<file path="config.mk">
export PLATFORM = sky130hd
export DESIGN_NAME = keystream_shifter
export DESIGN_NICKNAME = d
export VERILOG_FILES = /design/src/rtl/keystream_shifter_pkg.sv /design/src/rtl/keystream_shifter_lfsr_step.sv /design/src/rtl/keystream_shifter.sv
export SDC_FILE = /design/constraint.sdc
export NUM_CORES = 1
export LEC_CHECK = 0
export CAP_MARGIN = 20
export CORE_MARGIN = 3
export CORE_UTILIZATION = 50
export DETAILED_ROUTE_END_ITERATION = 7
export GPL_TIMING_DRIVEN = 1
export PLACE_DENSITY = 0.8
export SLEW_MARGIN = 30
export SYNTH_ARGS = -nofsm -noshare
export SYNTH_HDL_FRONTEND = slang
export SYNTH_HIERARCHICAL = 1
export SYNTH_SLANG_ARGS = --single-unit
</file>
<file path="constraint.sdc">
create_clock -name clk -period 2.19 [get_ports clk]
set_input_delay 0.3285 -clock clk [delete_from_list [all_inputs] [get_ports clk]]
set_output_delay 0.3285 -clock clk [all_outputs]
set_load 0.03 [all_outputs]
</file>
<file path="src/rtl/keystream_shifter_pkg.sv">
// keystream_shifter_pkg: shared defaults and FSM state encoding for the keystream shifter.
package keystream_shifter_pkg;
  localparam int          MSG_SIZE_DEF = 32;
  localparam int          KEY_SIZE_DEF = 8;
  localparam logic [31:0] TAPS_DEF     = 32'h80200003;
  typedef enum logic [1:0] {
    IDLE  = 2'd0,
    RUN   = 2'd1,
    PAUSE = 2'd2,
    DONE  = 2'd3
  } ks_state_e;
endpackage

</file>
<file path="src/rtl/keystream_shifter_lfsr_step.sv">
// lfsr_step: one Fibonacci LFSR shift; feedback is the parity of the tapped state bits.
module lfsr_step #(
  parameter int           W    = 32,
  parameter logic [W-1:0] TAPS = 32'h80200003
) (
  input  logic [W-1:0] i_state,
  output logic [W-1:0] o_next
);
  assign o_next = {i_state[W-2:0], ^(i_state & TAPS)};
endmodule

</file>
<file path="src/rtl/keystream_shifter.sv">
// keystream_shifter: LFSR key word generator with valid/ready output handshake.
// Define KEYSTREAM_SHIFTER_LIMIT_EN to stop in DONE after MAX_WORDS transfers per seed.
module keystream_shifter
  import keystream_shifter_pkg::*;
#(
  parameter int                  MSG_SIZE  = MSG_SIZE_DEF,
  parameter int                  KEY_SIZE  = KEY_SIZE_DEF,
  parameter logic [MSG_SIZE-1:0] TAPS      = MSG_SIZE'(TAPS_DEF),
  parameter int                  MAX_WORDS = 16
) (
  input  logic                clk,
  input  logic                rst_n,
  input  logic                load,
  input  logic [MSG_SIZE-1:0] initial_msg,
  input  logic                enable,
  input  logic                out_ready,
  output logic [KEY_SIZE-1:0] out,
  output logic                out_valid,
  output logic                done
);
  localparam int CW = $clog2(MAX_WORDS + 1);
  ks_state_e           r_fsm, w_fsm_n;
  logic [MSG_SIZE-1:0] r_state, w_state_n, w_shift;
  logic [CW-1:0]       r_cnt, w_cnt_n;
  logic                w_xfer, w_limit;
  lfsr_step #(.W(MSG_SIZE), .TAPS(TAPS)) u_step (
    .i_state(r_state),
    .o_next (w_shift)
  );
  assign out       = r_state[KEY_SIZE-1:0];
  assign out_valid = r_fsm == RUN;
  assign w_xfer    = out_valid & out_ready;
`ifdef KEYSTREAM_SHIFTER_LIMIT_EN
  assign w_limit = w_xfer && (r_cnt + CW'(1) == CW'(MAX_WORDS));
  assign done    = r_fsm == DONE;
`else
  assign w_limit = 1'b0;
  assign done    = 1'b0;
`endif
  // load outranks any transfer in the same cycle; a zero seed would lock the LFSR
  always_comb begin
    w_fsm_n   = r_fsm;
    w_state_n = r_state;
    w_cnt_n   = r_cnt;
    if (load) begin
      w_state_n = (initial_msg == '0) ? MSG_SIZE'(1) : initial_msg;
      w_cnt_n   = '0;
      w_fsm_n   = enable ? RUN : PAUSE;
    end else begin
      if (w_xfer) begin
        w_state_n = w_shift;
        w_cnt_n   = r_cnt + CW'(1);
      end
      if (r_fsm == RUN) w_fsm_n = w_limit ? DONE : (enable ? RUN : PAUSE);
      else if (r_fsm == PAUSE && enable) w_fsm_n = RUN;
    end
  end
  always_ff @(posedge clk or negedge rst_n) begin
    if (!rst_n) begin
      r_fsm   <= IDLE;
      r_state <= '0;
      r_cnt   <= '0;
    end else begin
      r_fsm   <= w_fsm_n;
      r_state <= w_state_n;
      r_cnt   <= w_cnt_n;
    end
  end
endmodule

</file>
==> impl_metrics.json <==
{
  "status": "finished, final reports clean",
  "synth_area_leader_cell": "dfrtp_1",
  "clk_latency_ns": 0.28,
  "hpwlAfterDp_mm": 2.66,
  "crit_path_end_kind": "output port",
  "drc_errors": 0,
  "synth_cell_type_count": 21,
  "clk_pin_slew_ns": 0.07,
  "rr_endpoint": "r_state[0]",
  "clkSinkCount": 34,
  "drtIter0Drc": 88,
  "port_buffers": 45,
  "yosysSeqAreaShare_pct": 42.2,
  "die_y_um": 69.5,
  "drive_above_1_share_pct": 7.11,
  "cts_tree": "yes",
  "cts_max_path_buffers": 2,
  "r2r_setup_slack_ns": 0.90,
  "synth_area_um2": 2020,
  "finalHoldViolCount": 0,
  "routedWlPerCell_um": 13.9,
  "vias_per_cell": 5.16,
  "grt_setup_unrepaired": "false",
  "place_area_um2": 2170,
  "cts_buffers": 5,
  "ys_seq_elements": 34,
  "ff2ff_path_depth": 4,
  "stdcell_area_um2": 2260,
  "syn2layout_area_growth_pct": 12.0,
  "crit_type": "flop to output port",
  "grt_pass1_vias": 1318,
  "fin_util_pct": 59.9,
  "cts-resized-gates": 0,
  "layout_common_cells": "clkdlybuf4s50_1 (44), o21ai_0 (34), dfrtp_1 (34)",
  "syn_area_per_cell_um2": 9.89,
  "die_w_um": 69.5,
  "place_congestion": 0.748,
  "drtPass1Iterations": 4,
  "yosys_warnings": 6,
  "clock.fmax_mhz": 537,
  "synth_cells": 204,
  "grt_max_degree": 65,
  "skew_ns": 0.00751,
  "final_common_cell": "clkdlybuf4s50_1",
  "ant_nets": 0,
  "io_pins": 47,
  "core_area_um2": 3770,
  "hold_path_class": "input port to async pin",
  "dieArea_um2": 4830,
  "tightest_slew_ns": 0.620,
  "fin_crit_sh_pct": 85.0,
  "finalWorstPathRequiredPeriod_ns": 1.86,
  "track_usage_pct": 16.0,
  "hold_slack_ns": 0.446,
  "relSlewSlack_pct": 58.7,
  "worstSetupEndpoint": "out_valid",
  "synth_top_area_share_pct": 42.2,
  "synthesis.nets": 241,
  "cp.arrival_ns": 1.53,
  "critPathLaunchType": "flop",
  "r2r_start": "r_fsm[1]",
  "htree_levels": 2,
  "startpoint": "r_fsm[1]",
  "cp.required_ns": 1.86,
  "antenna_found_initial": 0,
  "fin_nets": 247,
  "slew_viol_final": 0,
  "cts.hold.buffers_added": 0,
  "grt.overflow.total": 0,
  "grt_pass1_wl_mm": 6.15,
  "num_rows": 22,
  "initial_utilization_pct": 53.5,
  "p_per_area_nw_per_um2": 773,
  "crit_fanout": 3,
  "drv_cap": 0,
  "setup_tns_ns": 0,
  "drt-total-wl_mm": 3.61,
  "antenna_cells": 0,
  "post-cts-setup-buffers": 0,
  "synth_area_leaders": "dfrtp_1 (42%), buf_4 (16%), mux2i_1 (15%)",
  "leakagePower_nw": 0.987,
  "ir_worst_vdd_uv": 399,
  "cts_root_buffer": "clkbuf_8",
  "total_power_mw": 1.75,
  "final-setup-viol-count": 0,
  "vias": 1336
}
-- where the power goes --
group          internal [mW]  total [mW]  leakage [nW]  switching (mW)
clock network          0.253       0.472        0.0482           0.218
logic                  0.226       0.457         0.523           0.231
registers              0.740       0.817         0.416          0.0768
-- synth_stat cells (all sizes together) --
| library cell | number |
|---|---|
| mux2i | 31 |
| nor2b | 3 |
| nand4 | 2 |
| nor2 | 1 |
| clkbuf | 2 |
| xnor2 | 2 |
| nand2b | 1 |
| xor2 | 1 |
| o21ai | 36 |
| buf | 48 |
| a21oi | 1 |
| conb | 1 |
| nand2 | 31 |
| nor4 | 8 |
| o311a | 1 |
| inv | 1 |
| dfrtp | 34 |
-- per-layer routing --
layer	global-route usage, %	wire (um)	up-vias
met5	0	0	-
met4	6.51	55	0
met3	4.20	187	5
met2	24.5	1730	36
met1	21.6	1640	626
li1	-	-	669
-- critical path, stage by stage (launching register included) --
cell and delay, ns:
dfrtp_1 0.41, nor2b_4 0.15, clkdlybuf4s50_1 0.68
-- flip-flops by register name, indices dropped and copies added, names as in the netlist --
name     flops
r_fsm        2
r_state     32
-- worst min path at each step --
stage | from | end | slack (ns)
after floorplan | rst_n | r_fsm[0] | 0.03
after global placement | r_state[15] | r_state[15] | 0.46
after detailed placement | r_state[15] | r_state[15] | 0.47
after CTS | rst_n | r_state[15] | 0.47
after global routing | rst_n | r_fsm[1] | 0.48
final | rst_n | r_state[2] | 0.45
-- final cells by class --
class / instances / area, um2
Fill cell: 327 / 1510
Sequential cell: 34 / 851
Multi-Input combinational cell: 119 / 766
Timing Repair Buffer: 49 / 488
Clock buffer: 7 / 86.3
Tap cell: 48 / 60.1
Clock inverter: 1 / 5.00
Inverter: 1 / 3.75
-- stage by stage --
step / cells / setup WS (ns)
finish: 259 / 0.328
global route: 259 / 0.271
CTS: 259 / 0.312
detailed placement: 251 / 0.416
global placement: 251 / 0.347
floorplan: 204 / 0.978
-- kinds of logic after synthesis --
| kind of cell | Yosys count | synth area share [%] |
|---|---|---|
| buffers and inverters | 51 | 19.9 |
| AND/OR/NAND/NOR | 46 | 10.7 |
| AO/OA/AOI/OAI | 38 | 10.4 |
| flip-flops | 34 | 42.2 |
| multiplexers | 31 | 15.4 |
| XOR/XNOR | 3 | 1.30 |
| other | 1 | 0.186 |
No activity file was read; power rests on OpenSTA's default activity.
